File: src/rtl/spectrum_pkg.sv
// spectrum_pkg: shared constants, the bar-builder state encoding and the
// peak-decay helper used by spectrum_bar_builder.
//   NUM_BARS     number of published bars
//   BAR_W        width of one bar value
//   BAR_MAX      largest bar value (magnitudes saturate here)
//   spec_state_t COLLECT / UPDATE / PUBLISH / GUARD
//   decay_step   one frame of decay applied to a held bar
package spectrum_pkg;

  localparam int NUM_BARS = 16;
  localparam int BAR_W = 16;
  localparam logic [BAR_W-1:0] BAR_MAX = 16'h7FFF;

  typedef enum logic [1:0] {
    COLLECT = 2'd0,
    UPDATE  = 2'd1,
    PUBLISH = 2'd2,
    GUARD   = 2'd3
  } spec_state_t;

  // bar - max(bar >> shift, 1) for a nonzero bar, 0 for a zero bar.
  // The decrement never exceeds the bar itself, so the result cannot wrap.
  function automatic logic [BAR_W-1:0] decay_step(input logic [BAR_W-1:0] bar,
                                                  input int unsigned shift);
    logic [BAR_W-1:0] dec;
    dec = bar >> shift;
    if ((dec == 16'h0000) && (bar != 16'h0000)) begin
      dec = 16'h0001;
    end else begin
      dec = dec;
    end
    return bar - dec;
  endfunction

endpackage

File: src/rtl/bin_magnitude.sv
// bin_magnitude: combinational |re| + |im| magnitude estimate, saturated to
// BAR_MAX. Shared by the bar builder and the FFT debug path.
//   i_re  signed Q1.15 real part
//   i_im  signed Q1.15 imaginary part
//   o_mag saturated magnitude, 0..0x7FFF
module bin_magnitude
  import spectrum_pkg::*;
(
  input  logic [15:0]      i_re,
  input  logic [15:0]      i_im,
  output logic [BAR_W-1:0] o_mag
);

  logic [16:0] w_re_abs;
  logic [16:0] w_im_abs;
  logic [17:0] w_sum;

  // Absolute values are 17 bits wide so that |-32768| = 32768 is exact.
  always_comb begin
    if (i_re[15]) begin
      w_re_abs = 17'd0 - {i_re[15], i_re};
    end else begin
      w_re_abs = {1'b0, i_re};
    end
    if (i_im[15]) begin
      w_im_abs = 17'd0 - {i_im[15], i_im};
    end else begin
      w_im_abs = {1'b0, i_im};
    end
  end

  // Sum and saturate to the bar range.
  always_comb begin
    w_sum = {1'b0, w_re_abs} + {1'b0, w_im_abs};
    if (w_sum > 18'h07FFF) begin
      o_mag = BAR_MAX;
    end else begin
      o_mag = w_sum[15:0];
    end
  end

endmodule

File: src/rtl/spectrum_bar_builder.sv
// spectrum_bar_builder: folds a stream of FFT bins into sixteen bar heights,
// keeps the per-bar maximum of each frame, optionally applies peak-hold with
// decay, and publishes all bars at once with a done qualifier.
// Build option: define SPECTRUM_PEAK_DECAY_EN to enable peak-hold with decay;
// without it the bars follow the current frame directly.
//   clk50      50 MHz clock
//   rst_n      synchronous active-low reset
//   bin_valid  bin presented          bin_ready  bin accepted this cycle
//   bin_idx    bar index of the bin   bin_last   final bin of the frame
//   bin_re/im  signed Q1.15 components
//   f0..f15    published bar heights  done       bars coherent, safe to sample
module spectrum_bar_builder
  import spectrum_pkg::*;
#(
  parameter int unsigned DECAY_SHIFT = 3
) (
  input  logic             clk50,
  input  logic             rst_n,
  input  logic             bin_valid,
  output logic             bin_ready,
  input  logic [3:0]       bin_idx,
  input  logic [15:0]      bin_re,
  input  logic [15:0]      bin_im,
  input  logic             bin_last,
  output logic [BAR_W-1:0] f0,
  output logic [BAR_W-1:0] f1,
  output logic [BAR_W-1:0] f2,
  output logic [BAR_W-1:0] f3,
  output logic [BAR_W-1:0] f4,
  output logic [BAR_W-1:0] f5,
  output logic [BAR_W-1:0] f6,
  output logic [BAR_W-1:0] f7,
  output logic [BAR_W-1:0] f8,
  output logic [BAR_W-1:0] f9,
  output logic [BAR_W-1:0] f10,
  output logic [BAR_W-1:0] f11,
  output logic [BAR_W-1:0] f12,
  output logic [BAR_W-1:0] f13,
  output logic [BAR_W-1:0] f14,
  output logic [BAR_W-1:0] f15,
  output logic             done
);

`ifdef SPECTRUM_PEAK_DECAY_EN
  localparam logic DECAY_EN = 1'b1;
`else
  localparam logic DECAY_EN = 1'b0;
`endif

  spec_state_t      r_state;
  spec_state_t      w_state_nxt;
  logic [BAR_W-1:0] r_mbuf [NUM_BARS];
  logic [BAR_W-1:0] r_hold [NUM_BARS];
  logic [BAR_W-1:0] r_f    [NUM_BARS];
  logic [3:0]       r_idx;
  logic             r_ready;
  logic             r_done;
  logic             r_published;
  logic [BAR_W-1:0] w_mag;
  logic [BAR_W-1:0] w_floor;
  logic [BAR_W-1:0] w_hold_nxt;
  logic             w_xfer;

  bin_magnitude u_mag (
    .i_re  (bin_re),
    .i_im  (bin_im),
    .o_mag (w_mag)
  );

  // A transfer needs the registered ready, which is only high in COLLECT.
  always_comb begin
    w_xfer = bin_valid & r_ready;
  end

  // New held value for the bar being updated: the frame maximum, or the
  // decayed previous hold if that is larger and decay is built in.
  always_comb begin
    if (DECAY_EN) begin
      w_floor = decay_step(r_hold[r_idx], DECAY_SHIFT);
    end else begin
      w_floor = 16'h0000;
    end
    if (r_mbuf[r_idx] > w_floor) begin
      w_hold_nxt = r_mbuf[r_idx];
    end else begin
      w_hold_nxt = w_floor;
    end
  end

  // Frame sequencing: collect bins, sweep the bars, publish, one guard cycle.
  always_comb begin
    w_state_nxt = r_state;
    case (r_state)
      COLLECT: begin
        if (w_xfer && bin_last) begin
          w_state_nxt = UPDATE;
        end else begin
          w_state_nxt = COLLECT;
        end
      end
      UPDATE: begin
        if (r_idx == 4'd15) begin
          w_state_nxt = PUBLISH;
        end else begin
          w_state_nxt = UPDATE;
        end
      end
      PUBLISH: w_state_nxt = GUARD;
      GUARD:   w_state_nxt = COLLECT;
      default: w_state_nxt = COLLECT;
    endcase
  end

  // State, bar buffers and registered handshake/qualifier outputs.
  always_ff @(posedge clk50) begin
    if (!rst_n) begin
      r_state     <= COLLECT;
      r_idx       <= 4'd0;
      r_ready     <= 1'b0;
      r_done      <= 1'b0;
      r_published <= 1'b0;
      for (int i = 0; i < NUM_BARS; i++) begin
        r_mbuf[i] <= 16'h0000;
        r_hold[i] <= 16'h0000;
        r_f[i]    <= 16'h0000;
      end
    end else begin
      r_state <= w_state_nxt;
      r_ready <= (w_state_nxt == COLLECT);
      // done lags the state by one edge, so it drops the edge after the
      // frame's last bin and returns one edge after GUARD.
      r_done  <= r_published & (r_state == COLLECT);
      case (r_state)
        COLLECT: begin
          if (w_xfer && (w_mag > r_mbuf[bin_idx])) begin
            r_mbuf[bin_idx] <= w_mag;
          end
        end
        UPDATE: begin
          r_hold[r_idx] <= w_hold_nxt;
          r_mbuf[r_idx] <= 16'h0000;
          r_idx         <= r_idx + 4'd1;
        end
        PUBLISH: begin
          for (int i = 0; i < NUM_BARS; i++) begin
            r_f[i] <= r_hold[i];
          end
          r_published <= 1'b1;
        end
        GUARD: begin
          r_idx <= 4'd0;
        end
        default: begin
          r_idx <= 4'd0;
        end
      endcase
    end
  end

  assign bin_ready = r_ready;
  assign done      = r_done;
  assign f0  = r_f[0];
  assign f1  = r_f[1];
  assign f2  = r_f[2];
  assign f3  = r_f[3];
  assign f4  = r_f[4];
  assign f5  = r_f[5];
  assign f6  = r_f[6];
  assign f7  = r_f[7];
  assign f8  = r_f[8];
  assign f9  = r_f[9];
  assign f10 = r_f[10];
  assign f11 = r_f[11];
  assign f12 = r_f[12];
  assign f13 = r_f[13];
  assign f14 = r_f[14];
  assign f15 = r_f[15];

endmodule

File: config.mk
export PLATFORM = sky130hd
export DESIGN_NAME = spectrum_bar_builder
export DESIGN_NICKNAME = d
export VERILOG_FILES = /design/src/rtl/spectrum_pkg.sv /design/src/rtl/bin_magnitude.sv /design/src/rtl/spectrum_bar_builder.sv
export SDC_FILE = /design/constraint.sdc
export NUM_CORES = 1
export LEC_CHECK = 0
export BUFFER_PORTS_ARGS = -buffer_cell sky130_fd_sc_hd__buf_2
export CORE_AREA = 3 3 302 304
export CTS_BUF_LIST = sky130_fd_sc_hd__clkbuf_16
export CTS_CLUSTER_SIZE = 10
export DETAILED_ROUTE_END_ITERATION = 8
export DIE_AREA = 0 0 305 307
export PLACE_DENSITY = 0.61
export SYNTH_ARGS = -nofsm -noshare
export SYNTH_HDL_FRONTEND = slang
export SYNTH_SLANG_ARGS = --single-unit
File: constraint.sdc
create_clock -name clk50 -period 12.2 [get_ports clk50]
set_clock_uncertainty 0.05 [all_clocks]
set_input_delay 0.61 -clock clk50 [delete_from_list [all_inputs] [get_ports clk50]]
set_output_delay 0.61 -clock clk50 [all_outputs]
set_load 0.01 [all_outputs]
# After elaboration in Yosys (flattened, before gate mapping)
# Memories as Yosys holds them, arrays and structs flattened. A register that Yosys moved wholly into a read port is not among the register bits.
# Index checks and enable logic that the tools add are counted.
[totals]
out_inout_bits = 258
ff_bits = 9
memories = 3
in_bits = 40
ramBits = 768
elab_cells = 91
[memory_table]
columns = ["memory", "words", "width", "rd", "rd_clocked_by_memory_dff", "wr", "line_no", "source"]
rows = [
  ["r_f", 16, 16, 16, 0, 16, "spectrum_bar_builder.sv:54", "logic [BAR_W-1:0] r_f [NUM_BARS];"],
  ["r_hold", 16, 16, 16, 0, 16, "spectrum_bar_builder.sv:53", "logic [BAR_W-1:0] r_hold [NUM_BARS];"],
  ["r_mbuf", 16, 16, 2, 1, 16, "spectrum_bar_builder.sv:52", "logic [BAR_W-1:0] r_mbuf [NUM_BARS];"],
]
[op_classes]
n_bitwise = 18
add_sub_neg = 4
n_reduce_logical = 8
order_cmp = 3
n_eq_ne = 4
muxes = 46
[ops]
columns = ["cell", "count"]
rows = [
  ["$mux 16", 21],
  ["$reduce_or 16->1", 3],
  ["$mux 17", 2],
  ["$sub 1x16->17 const A", 2],
  ["$mux 4", 5],
  ["$add 17x17->18", 1],
  ["$gt 18x15->1 const B", 1],
  ["$gt 16x1->1 const B", 1],
  ["$gt 16x16->1", 1],
  ["$or 1x1->1", 16],
  ["$mux 1", 15],
  ["$pmux 2 s4", 1],
  ["$pmux 4 s2", 1],
  ["$add 4x1->4 const B", 1],
  ["$eq 2x2->1 const B", 2],
  ["$eq 4x4->1 const B", 1],
  ["$logic_not 2->1", 2],
  ["$and 1x1->1", 2],
  ["$eq 2x1->1 const B", 1],
  ["$logic_and 1x1->1", 2],
  ["$mux 2", 1],
  ["$reduce_bool 2->1", 1],
]

# Depth between registers and ports, before layout
# Gate-level depths: netlist of the first run.
[depth]
depth_word = 14
mapped_depth = 28
ltp_nobuf = 23

# By module
# A second synthesis of the first run with hierarchy kept.
[hier_totals]
hier_cells = 2421
area_unflattened_um2 = 34913.5
[modules_own_cells]
columns = ["mod", "instances", "seq_area_each_um2", "area_per_inst_um2", "cells_each"]
rows = [
  ["spectrum_bar_builder", 1, 23322.4, 33308.2, 2196],
  ["bin_magnitude", 1, 0.0, 1605.3, 225],
]

# Worst setup path after synthesis of the first run
# OpenSTA, ideal clock, no wires.
[synth_path]
path_kind = "register to register"
start = "register r_state[1]"
end = "memory r_f[0][0] (enable)"
stages_incl_launch_ff = 6
setup_ns = 0.663
n_path_buf = 3
synth_period_minus_slack_ns = 8.097
required_ns = 11.487
t_arrival_ns = 7.384
slack_ns = 4.103
cell_sequence = "dfxtp_1 clkbuf_1 nor2b_1 clkbuf_1 clkbuf_1 nand2b_1"
[synth_lines]
columns = ["item", "line_no", "source"]
rows = [
  ["from (decl)", "spectrum_bar_builder.sv:50", "spec_state_t r_state;"],
  ["from (signal assigned)", "spectrum_bar_builder.sv:128", "r_state <= w_state_nxt;"],
  ["to (decl)", "spectrum_bar_builder.sv:54", ""],
]

==> results of run 1 <==
## layout make-up
type | count | area share, %
Multi-Input combinational cell | 1389 | 26.4
Antenna cell | 2 | 0.0126
Clock inverter | 32 | 0.622
Timing Repair Buffer | 349 | 4.73
Tap cell | 1165 | 3.66
Clock buffer | 89 | 5.59
Sequential cell | 781 | 58.6
Inverter | 45 | 0.424
## flip-flops by register name, indices dropped and copies added (netlist names), named ones only
| name | cells |
|---|---|
| r_f | 256 |
| r_hold | 256 |
| r_mbuf | 256 |
| r_idx | 4 |
| r_state | 2 |
| bin_ready | 1 |
| done | 1 |
| r_published | 1 |
## how the worst max path moves through the flow
stage                                 to  slack [ps]  cells after the start       start
after floorplan                r_f[0][0]        4100                      5  r_state[1]
after global placement     r_mbuf[0][11]        4900                     23   bin_im[1]
after detailed placement   r_mbuf[11][6]        4660                     25   bin_im[1]
after CTS                  r_mbuf[11][1]        5290                     25   bin_im[1]
after global routing      r_mbuf[10][12]        4650                     25   bin_im[1]
final                      r_mbuf[10][9]        5110                     25   bin_im[1]
## stage by stage
step | power, mW | utilization (%) | std cells
floorplan | 3.56 | - | 2389
global placement | 3.77 | 42.2 | 3729
detailed placement | 3.79 | 42.2 | 3729
CTS | 6.11 | 45.0 | 3850
global route | 6.28 | 45.0 | 3850
finish | 6.08 | 45.0 | 3852
## cells by family after synthesis
kind of cell | count (synthesis) | share of synthesized area, %
buffers and inverters | 219 | 2.82
muxes | 177 | 10.4
adders and majority gates | 40 | 1.47
AOI/OAI and AO/OA | 156 | 3.29
DFF | 781 | 67.6
and+or+nand+nor | 960 | 13.4
other | 1 | 0.0109
xor gates and xnor gates | 37 | 0.993
## per-layer routing
layer / track usage (%) / part of all wire [%]
met1: 25.9 / 41
met2: 31.7 / 48
met3: 3.60 / 7.6
met4: 6.13 / 2.7
met5: 0 / 0.033
## power groups by stage
stage                     clock network (mW)  logic (mW)  registers [mW]
after detailed placement                   0       0.639            3.15
after global routing                    2.49       0.685            3.10
final                                   2.34       0.641            3.09
after global placement                     0       0.631            3.14
after CTS                               2.38       0.641            3.09
after floorplan                            0       0.401            3.16
## tightest hold or removal path, delay by kind of cell
family / cells / cell delay [ps]
AOI/OAI and AO/OA: 2 / 200
buffers and inverters: 1 / 100
and+or+nand+nor: 1 / 50
## cells in the final DEF, fill, tap and decap left out, drive strengths merged, types with 33 or more instances in the layout
master | netlist | layout
mux4 | 144 | 144
and3 | 167 | 167
o21ai | 52 | 52
buf | 57 | 349
xnor2 | 33 | 33
ha | 39 | 39
and2 | 104 | 104
clkbuf | 117 | 89
nor2 | 515 | 515
nand2 | 87 | 87
edfxtp | 768 | 768
inv | 45 | 69
==> out/results.ini, run 1 <==
[status]
status=completed

[setup_path]
rr_worst_depth=11
cp_slowest_cell=nor2b_1
crit_path_end_kind=flip-flop
r2r_end=r_mbuf[10][9]
cp_common_cell=ha_1
cp_num_buf_inv=5
reg2reg_from=r_mbuf[11][9]
cp.arrival_ps=7530
max_stage_delay_ps=970
crit_type=input pin to flip-flop
crit_required_ps=12650
reg2reg_slack_ps=7550
crit_fanout=17
critPathTopFamily=simple AND/OR/NAND/NOR gates
start_kind=input pin

[yosys]
yosysUniqueCellTypes=75
synth_cells=2371
synth_top_cell_area_share_pct=66.8
avgSynthCellArea_um2=14.6
ys_warn_count=0
synth_seq_cells=781
synth_commonest_cells=edfxtp_1 (768), nor2_1 (497), and3_1 (166)
synth.area.top_cells=edfxtp_1 (67%), mux4_2 (9.4%), nor2_1 (5.4%), and3_1 (3.0%), and2_1 (1.9%)
yosysMostFrequentCell=edfxtp_1
yosys.area.top_type=edfxtp_1
synth_edf_count=768
synth-main-ff-cell=edfxtp_1
synthesis.area_um2=34500
ys_seq_area_share_pct=67.6
async_reset_ff_share_pct=0

[clock_network]
cts_setup_buffers=0
cts_tree=built
clockBufferDepth=3
clkLatencyLatePin_ps=660
hold_buffers=0
htree_levels=3
ctsResizeCount=0
root_buffer=clkbuf_16
cts-buffers-inserted=89
clock-sinks=781
cts.clk_slew.worst_paths_ps=60

[floorplanning]
die_area_um2=93600
die_x_um=305
rows=109
ios=298
start_util_pct=39.0
die-height_um=307
core_region_area_um2=88500

[timing]
setup_viol=0
fmax_mhz=141
slew_headroom_pct=21.1
timing.hold.ws_ps=308
worstMarginPinSlew_ps=1180
rsz0062_at_grt=no
fin_crit_sh_pct=58.1
hold_viol_final=0
setup_slack_ps=5110
fin_tns_setup_ps=0
post-route-min-period_ps=7090
slew_viol_final=0

[global_routing]
grt_max_degree=136
antenna_found_initial=4
track_usage_pct=19.2
grt_pass1_vias=21200
gr-total-overflow=0
grt_pass1_wl_mm=136

[power_and_ir_drop]
switching_share_pct=24.5
intPower_mw=4.59
leakagePower_nw=15.6
powerDensity_nw_per_um2=153
p_comb_share_pct=10.5
peakVddDrop_uv=94.7
seqPwrFrac_pct=50.9
power.clock.fraction_pct=38.6
switchingPower_mw=1.49

[routing]
ant_nets=0
dr.pass1.iters=5
drc=0
wl_per_cell_um=23.6
vias_per_cell=5.47
vias=21100
wirelength_mm=91.0
drt_iter0_drc=2311

[placed_design]
dpl.hpwl_mm=58.3
place_area_um2=37300
post-place-ws_ps=4660
port_buffers=297
place.gp.congestion=0.901

[hold_path]
hold_path_depth=4
hp-class=input pin to flip-flop
holdPathEnd=bin_ready
hp-start=bin_last

[final_layout]
nFillCells=7747
seq_area_um2=23300
synthToLayoutAreaGrowth_pct=15.4
drive_above_1_share_pct=26.0
nets=2735
multiInputGateArea_um2=10500
finalInstanceArea_um2=39800

[flow_run]
cap_violations=0

Note: power is estimated with default switching activity, not from simulation.
==> inputs of run 2 (changes only) <==
==> constraint.sdc (replaced) <==
create_clock -name clk50 -period 6.9 [get_ports clk50]
set_clock_uncertainty 0.05 [all_clocks]
set_input_delay 0.345 -clock clk50 [delete_from_list [all_inputs] [get_ports clk50]]
set_output_delay 0.345 -clock clk50 [all_outputs]
set_load 0.01 [all_outputs]
==> run 2 against run 1 <==
Against the previous run: clock power rose by 77%; global-route usage rose by 0.056 points; clock-buffer cell count rose by 2; wire length rose by 0.16%; via count rose by 0.55%; non-clock buffer count rose by 24; first-iteration DRC count fell by 5.0%; sequential cell count did not move; die area did not move; critical path depth fell by 2.
==> out/results.ini, run 2 (synthesized netlist as in run 1, its figures left out) <==
[placed_design]
post-place-ws_ps=198
place.gp.congestion=0.873
port_buffers=297
dpl.hpwl_mm=57.8

[setup_path]
crit_chain=buf_2 -> or4_1 -> or4_1 -> o21ai_0 -> xnor2_1 -> ha_1 -> a21o_1 -> o21bai_1 -> o21ai_0 -> a31oi_4 -> o21ai_4 -> nor3_2 -> inv_2 -> ha_1 -> a21o_1 -> a21o_1 -> a21oi_1 -> o211ai_1 -> buf_4 -> nor3b_1 -> nor3_1 -> o21ai_1 -> buf_4
cp_num_buf_inv=4
max_stage_delay_ps=740
crit_path_end_kind=flip-flop
crit_fanout=16
cp_common_cell=a21o_1
crit_type=input pin to flip-flop
cp_slowest_cell=o21ai_4
start_kind=input pin
cp.arrival_ps=6490
crit_required_ps=7220
critPathTopFamily=compound AO/OA/AOI/OAI gates

[timing]
fmax_mhz=162
hold_viol_final=0
setup_viol=0
fin_crit_sh_pct=89.5
rsz0062_at_grt=no
worstMarginPinSlew_ps=1170
slew_headroom_pct=21.8
setup_slack_ps=726
timing.hold.ws_ps=40.0
slew_viol_final=0
post-route-min-period_ps=6170

[routing]
vias_per_cell=5.45
vias=21200
dr.pass1.iters=5
drt_iter0_drc=2196
wirelength_mm=91.1
drc=0
ant_nets=0
wl_per_cell_um=23.4

[global_routing]
grt_pass1_wl_mm=135
met2_usage_pct=31.5
gr-total-overflow=0
met1_usage_pct=26.4
grt_use_met3_pct=3.27
grt_max_degree=98
antenna_found_initial=4
top_usage_layer=met2
grt_pass1_vias=21000
track_usage_pct=19.3

[clock_network]
cts-buffers-inserted=90
cts_tree=built
root_buffer=clkbuf_16
cts.clk_slew.worst_paths_ps=50
cts_setup_buffers=0
clockBufferDepth=3
htree_levels=3
hold_buffers=0
clkLatencyLatePin_ps=660
ctsResizeCount=0
clock-sinks=781

[power_and_ir_drop]
powerDensity_nw_per_um2=269
leakagePower_nw=15.8
peakVddDrop_uv=169
power.total_mw=10.7

[final_layout]
layout_common_cells=edfxtp_1 (768), nor2_1 (497), buf_2 (295)
final_common_cell=edfxtp_1
drive_above_1_share_pct=26.2
nets=2760
synthToLayoutAreaGrowth_pct=15.8
reg_top3=r_f x256, r_hold x256, r_mbuf x256

[hold_path]
hp-class=input pin to flip-flop

[floorplanning]
core_region_area_um2=88500
die_x_um=305
ios=298
rows=109
start_util_pct=39.0
die_area_um2=93600
die-height_um=307

[status]
status=completed

[flow_run]
cap_violations=0

[run 2: metrics by stage]
stage / util [%] / std cells / TNS, ps / cell area, um2
after CTS: 45.1 / 3887 / 0 / 40000
final: 45.2 / 3889 / 0 / 40000
after global routing: 45.1 / 3887 / 0 / 40000
after detailed placement: 42.3 / 3753 / 0 / 37500
after global placement: 42.3 / 3753 / 0 / 37500
after floorplan: - / 2389 / -1980 / 34600
[run 2: worst register-to-register path, delay by kind of cell (launching register included)]
family                   cells  cell delay (ps)
adder cells (fa/ha/maj)      1              230
multiplexers                 2             1000
flip-flops                   1              410
buffers and inverters        2              370
AND/OR/NAND/NOR              6             1840
AO/OA/AOI/OAI                1              220
[run 2: per-layer routing]
layer	wire length [um]	share of wire [%]
met3	7300	8.0
met4	2410	2.6
met2	44000	48
met5	20	0.022
met1	37400	41
[run 2: report_power, final]
part           leakage, nW  internal (mW)  switching [mW]
clock network         1.33           2.35            1.79
logic                 6.40          0.383           0.761
registers             8.02           5.39          0.0762
[run 2: layout make-up]
cell class | instances | area (um2)
fillers | 7787 | 48500
flip-flops and latches | 781 | 23300
multi-input cells | 1389 | 10400
clock buffers | 91 | 2280
repair buffers | 373 | 2080
well taps | 1165 | 1460
clock inverters | 43 | 221
inverters | 45 | 169
diodes | 2 | 5.00
[run 2: final timing paths]
kind	startpoint	end	slack, ps	cells past startpoint
setup / recovery	bin_im[7]	r_mbuf[3][9]	730	23
hold / removal	bin_last	bin_ready	40	4
setup reg to reg	r_mbuf[11][9]	r_mbuf[6][14]	2630	12
hold reg to reg	r_published	done	410	2
